<file path="src/rtl/mem_stage.sv">
// mem_stage: pipeline MEM stage with EX/MEM and MEM/WB registers.
// Handles a handshaked data-memory port (req/ack), upstream stall generation,
// and a bounded wait. On timeout the access is abandoned, a sticky error flag
// is raised, and a zero load value is passed onward.
module mem_stage #(
   parameter int unsigned TIMEOUT = 15
) (
   input  logic        clock,
   input  logic        reset_n,
   input  logic [1:0]  EXMWB,
   input  logic [2:0]  EXMM,
   input  logic [31:0] EXALUOut,
   input  logic [31:0] EXMWriteData,
   input  logic [4:0]  regtopass,
   output logic        mem_req,
   output logic        mem_we,
   output logic [31:0] mem_addr,
   output logic [31:0] mem_wdata,
   input  logic [31:0] mem_rdata,
   input  logic        mem_ack,
   output logic [31:0] MEMALUOut,
   output logic [4:0]  EXMEMRegRd,
   output logic [1:0]  EXMEM_RegWrite,
   output logic [31:0] datatowrite,
   output logic [4:0]  MEMWBRegRd,
   output logic [1:0]  MEMWB_RegWrite,
   output logic        stall,
   output logic        mem_err
);

   localparam logic [4:0] TMO = 5'(TIMEOUT);

   typedef enum logic [1:0] {
      S_IDLE,
      S_WAIT,
      S_ERR
   } state_t;

   state_t      state, next_state;
   logic [4:0]  wait_cnt;

   // EX/MEM register contents
   logic [1:0]  exm_wb;
   logic [2:0]  exm_m;
   logic [31:0] exm_alu;
   logic [31:0] exm_wdata;
   logic [4:0]  exm_rd;

   // MEM/WB register contents
   logic [1:0]  mwb_wb;
   logic [31:0] mwb_alu;
   logic [31:0] mwb_load;
   logic [4:0]  mwb_rd;

   logic        memop;
   logic [31:0] load_val;

   // Branch is carried through EX/MEM but has no consumer in this stage
   logic        unused_branch;
   assign unused_branch = exm_m[2];

   // Memory port, stall and load selection
   always_comb begin
      memop     = exm_m[0] | exm_m[1];
      mem_req   = memop & (state != S_ERR);
      mem_we    = exm_m[1] & mem_req;
      mem_addr  = exm_alu;
      mem_wdata = exm_wdata;
      stall     = mem_req & ~mem_ack;
      // Only data returned with an ack is a real load; abandoned accesses give 0
      load_val  = (mem_req & mem_ack) ? mem_rdata : '0;
   end

   // Forwarding and writeback outputs
   always_comb begin
      MEMALUOut      = exm_alu;
      EXMEMRegRd     = exm_rd;
      EXMEM_RegWrite = exm_wb;
      MEMWBRegRd     = mwb_rd;
      MEMWB_RegWrite = mwb_wb;
      datatowrite    = mwb_wb[1] ? mwb_load : mwb_alu;
   end

   // EX/MEM register: capture when not stalled, hold otherwise
   always_ff @(posedge clock or negedge reset_n) begin
      if (!reset_n) begin
         exm_wb    <= '0;
         exm_m     <= '0;
         exm_alu   <= '0;
         exm_wdata <= '0;
         exm_rd    <= '0;
      end else if (!stall) begin
         exm_wb    <= EXMWB;
         exm_m     <= EXMM;
         exm_alu   <= EXALUOut;
         exm_wdata <= EXMWriteData;
         exm_rd    <= regtopass;
      end
   end

   // MEM/WB register: capture when not stalled, insert a bubble when stalled
   always_ff @(posedge clock or negedge reset_n) begin
      if (!reset_n) begin
         mwb_wb   <= '0;
         mwb_alu  <= '0;
         mwb_load <= '0;
         mwb_rd   <= '0;
      end else if (stall) begin
         mwb_wb   <= '0;
      end else begin
         mwb_wb   <= exm_wb;
         mwb_alu  <= exm_alu;
         mwb_load <= load_val;
         mwb_rd   <= exm_rd;
      end
   end

   // Access FSM next-state logic
   always_comb begin
      next_state = state;
      case (state)
         S_IDLE:  if (stall) next_state = S_WAIT;
         S_WAIT: begin
            if (mem_ack)              next_state = S_IDLE;
            else if (wait_cnt == TMO) next_state = S_ERR;
         end
         S_ERR:   next_state = S_IDLE;
         default: next_state = S_IDLE;
      endcase
   end

   // FSM state, saturating wait counter and sticky error flag
   always_ff @(posedge clock or negedge reset_n) begin
      if (!reset_n) begin
         state    <= S_IDLE;
         wait_cnt <= '0;
         mem_err  <= 1'b0;
      end else begin
         state <= next_state;
         if (state == S_WAIT) begin
            if (wait_cnt != '1) wait_cnt <= wait_cnt + 5'd1;
         end else begin
            wait_cnt <= '0;
         end
         if (next_state == S_ERR) mem_err <= 1'b1;
      end
   end

endmodule

</file>
<file path="config.mk">
export PLATFORM = sky130hd
export DESIGN_NAME = mem_stage
export DESIGN_NICKNAME = d
export VERILOG_FILES = /design/src/rtl/mem_stage.sv
export SDC_FILE = /design/constraint.sdc
export NUM_CORES = 1
export LEC_CHECK = 0
export ABC_CLOCK_PERIOD_IN_PS = 2000
export BUFFER_PORTS_ARGS = -buffer_cell sky130_fd_sc_hd__buf_2
export CAP_MARGIN = 20
export CORE_ASPECT_RATIO = 1.5
export CORE_MARGIN = 1
export CORE_UTILIZATION = 23
export CTS_CLUSTER_DIAMETER = 150
export DETAILED_ROUTE_END_ITERATION = 6
export PLACE_DENSITY_LB_ADDON = 0.1
export SETUP_SLACK_MARGIN = 0.4
export SYNTH_ARGS = -nofsm -noshare
export SYNTH_HDL_FRONTEND = slang
export SYNTH_SLANG_ARGS = --single-unit
</file>
<file path="constraint.sdc">
create_clock -name clock -period 2 [get_ports clock]
set_clock_uncertainty 0.2 [all_clocks]
set_input_delay 0.1 -clock clock [delete_from_list [all_inputs] [get_ports clock]]
set_output_delay 0.1 -clock clock [all_outputs]
set_load 0.1 [all_outputs]
</file>
==> results.yml <==
die:
  pin_count: 255
  design.die.area_mm2: 0.0284
  rows: 74
  chipHeight_um: 206
  die_w_um: 138
  core_area_mm2: 0.0272
  initial_core_util: 0.234
sta:
  worst_slew_pin_slew_ns: 0.511
  final_hold_fails: 39
  layout_setup_ws_ns: 0.0804
  hold_slack_ns: -0.0361
  max_slew_margin: 0.662
  min_period_over_period: 0.960
  clock.fmax_mhz: 521
  final-max-slew-violation-count: 0
  setup_viol: 0
  final.min_clock_period_ns: 1.92
  setup_total_negative_slack_ns: 0
  rsz0062_at_grt: "true"
grt:
  grt_pass1_vias: 5148
  maximum_number_of_pins_on_one_net_before_global_route_repair: 58
  grt_antenna_before_repair: 0
  grt_overflow: 0
  track_usage: 0.141
  groute.layer.met3.usage: 0.0357
  busiest_layer: "met2"
  grt_pass1_wl_mm: 29.4
  grt_use_met2: 0.257
  global_route.usage.met1: 0.157
synthesis:
  synth_async_sr_flop_share: 1.00
  synth-seq-area-share: 0.598
  post_synth_inst_count: 415
  synth.distinct_cells: 28
  synthesis_stage_register_bit_count: 152
  ys_warn_count: 0
  synth_enable_flop_cells: 0
  syn-cell-area_mm2: 0.00636
  synthesis.area_per_instance_um2: 15.3
  net_count_of_the_mapped_netlist: 527
  synthFlopType: "sky130_fd_sc_hd__dfrtp_1"
routing:
  detail_route_antenna_nets: 0
  first_pass_iters: 4
  drt-wirelength-per-cell_um: 17.4
  first_iter_violations: 116
  via_per_inst: 4.19
  route.final.wire_length_mm: 20.1
  drc: 0
  vias: 4863
worst_setup_path:
  cp_data_arrival_time_ns: 1.62
  worst-path-max-fanout: 13
  worstSetupPathType: "reg -> out"
  cp-end-kind: "primary output"
  cpMaxStageDelayCell: "sky130_fd_sc_hd__dfrtp_4"
  worstSetupStartpointType: "flop"
  cpLargestDelayFamily: "flip-flops"
  critPathMostFrequentCell: "sky130_fd_sc_hd__buf_12"
  crit_chain: "buf_12 -> mux2_4 -> buf_12"
  path_buf_inv: 2
  critical-path-max-stage-delay_ns: 0.52
  timing.critical_path.required_ns: 1.70
power_and_ir_drop:
  cellPowerDensity_mw_per_mm2: 1160
  vdd_drop_max_mv: 0.585
  leakage_nw: 5.54
cts:
  cts_num_sinks: 152
  cts_root_buffer: "sky130_fd_sc_hd__clkbuf_16"
  tritoncts: "yes"
  clock_path_buffers: 2
  cts_max_level: 4
  cts_hold_repair.buffers: 107
  clock_latency_ns: 0.42
  worst_setup_hold_path_clk_slew_ns: 0.07
  cts_buffers: 17
final_layout:
  growth_of_design_area_from_synthesis_to_finish_pct: 82.3
  antenna_cells_inserted: 0
  final_net_count: 917
  layoutNonFillerInstCount: 1160
  postLayoutCoreUtil: 0.426
  drive_above_1_share: 0.655
placed_design:
  placed_cells_incl_taps: 971
  hpwl_mm: 11.7
  quantity_of_i_o_buffers_inserted_on_ports: 253
  place.gp.congestion: 0.688
  dp_worst_setup_slack_ns: 0.109
status:
  status: "complete, but fails checks"
  failed_checks: "hold timing"
worst_hold_path:
  timing.hold.worst.class: "in -> async"
run:
  max_cap_violations: 0
==> final cells by class <==
type,count,area (um^2)
clock buffer,24,472
clock inverter,8,124
sequential,152,3840
tap,342,428
timing repair buffer,426,4060
multi-input combinational,205,2660
fill,2544,15600
inverter,3,11.3
==> cells by family (layout without fill, tap and decap cells) <==
logic type	Yosys count	count (layout)	synth area share
flops	152	152	0.598
mux	141	141	0.257
compound gates	36	36	0.0488
simple gates	22	22	0.0208
xor+xnor	3	3	0.00413
buf+inv	58	461	0.0659
fa+ha+maj	3	3	0.00590
==> sequential cells by signal, summed over array words and instances, names as in the netlist, 5 cells and up <==
name and count:
wait_cnt 5, EXMEMRegRd 5, MEMALUOut 32, mwb_alu 32, mem_wdata 32, mwb_load 32, MEMWBRegRd 5
==> cells in the final DEF (no fill, tap or decap), drive strengths merged <==
cell,instances
a22o,32
mux2,140
clkbuf,51
or2,1
nor3b,2
nor2b,4
dfrtp,152
nor2,8
bufinv,3
a21oi,1
o22ai,1
and3,1
clkinv,3
buf,292
mux2i,1
dlygate4sd3,107
o32a,1
nand2b,3
nand4b,1
o31a,1
clkinvlp,2
inv,3
xnor2,1
nor3,2
xor2,2
ha,3
==> synth_stat cells, types with 2 or more instances <==
| library cell | n | area, um^2 |
|---|---|---|
| sky130_fd_sc_hd__buf_4 | 42 | 315 |
| sky130_fd_sc_hd__nand2b_1 | 3 | 18.8 |
| sky130_fd_sc_hd__a22o_1 | 32 | 280 |
| sky130_fd_sc_hd__dfrtp_1 | 152 | 3800 |
| sky130_fd_sc_hd__mux2_2 | 127 | 1430 |
| sky130_fd_sc_hd__inv_1 | 3 | 11.3 |
| sky130_fd_sc_hd__mux2_4 | 13 | 195 |
| sky130_fd_sc_hd__buf_6 | 3 | 33.8 |
| sky130_fd_sc_hd__nor3b_1 | 2 | 15.0 |
| sky130_fd_sc_hd__nor2b_1 | 3 | 18.8 |
| sky130_fd_sc_hd__xor2_1 | 2 | 17.5 |
| sky130_fd_sc_hd__buf_2 | 8 | 40.0 |
| sky130_fd_sc_hd__nor2_1 | 8 | 30.0 |
| sky130_fd_sc_hd__ha_1 | 3 | 37.5 |
==> power by group <==
| part | internal (W) | switching (W) |
|---|---|---|
| clock network | 0.00203 | 0.00129 |
| logic | 0.00215 | 0.00423 |
| registers | 0.00351 | 0.000288 |
| total | 0.00769 | 0.00580 |
==> metrics by stage <==
step	power, W	cell area [um^2]
CTS	0.0135	11200
floorplan	0.00813	6610
global route	0.0140	11600
finish	0.0135	11600
global placement	0.00942	8610
detailed placement	0.00947	8610
==> worst paths after layout <==
path,start,end,slack (ns),depth (start not counted)
max reg2reg,state[1],mem_wdata[11],0.10,7
min,reset_n,mem_wdata[28],-0.04,2
min reg2reg,mem_err,mem_err,0.30,1
max,MEMWB_RegWrite[1],datatowrite[3],0.08,3
max in group asynchronous,reset_n,MEMALUOut[4],0.89,3
min in group clock,mem_rdata[27],mwb_load[27],0.21,3
==> layer usage <==
metal	vias to the layer above	wire length (um)
met1	2476	7760
met4	0	345
met3	17	849
met2	142	11200
met5	-	0
li1	2228	-
==> what timing repair did <==
item,in CTS,in global routing
gates cloned,10,5
pin swaps,18,21
setup buffers,27,8
endpoints found under the setup margin,188,209
resized for setup,124,61
endpoints found under the hold margin,260,27
Note: power is estimated with default switching activity, not from simulation.
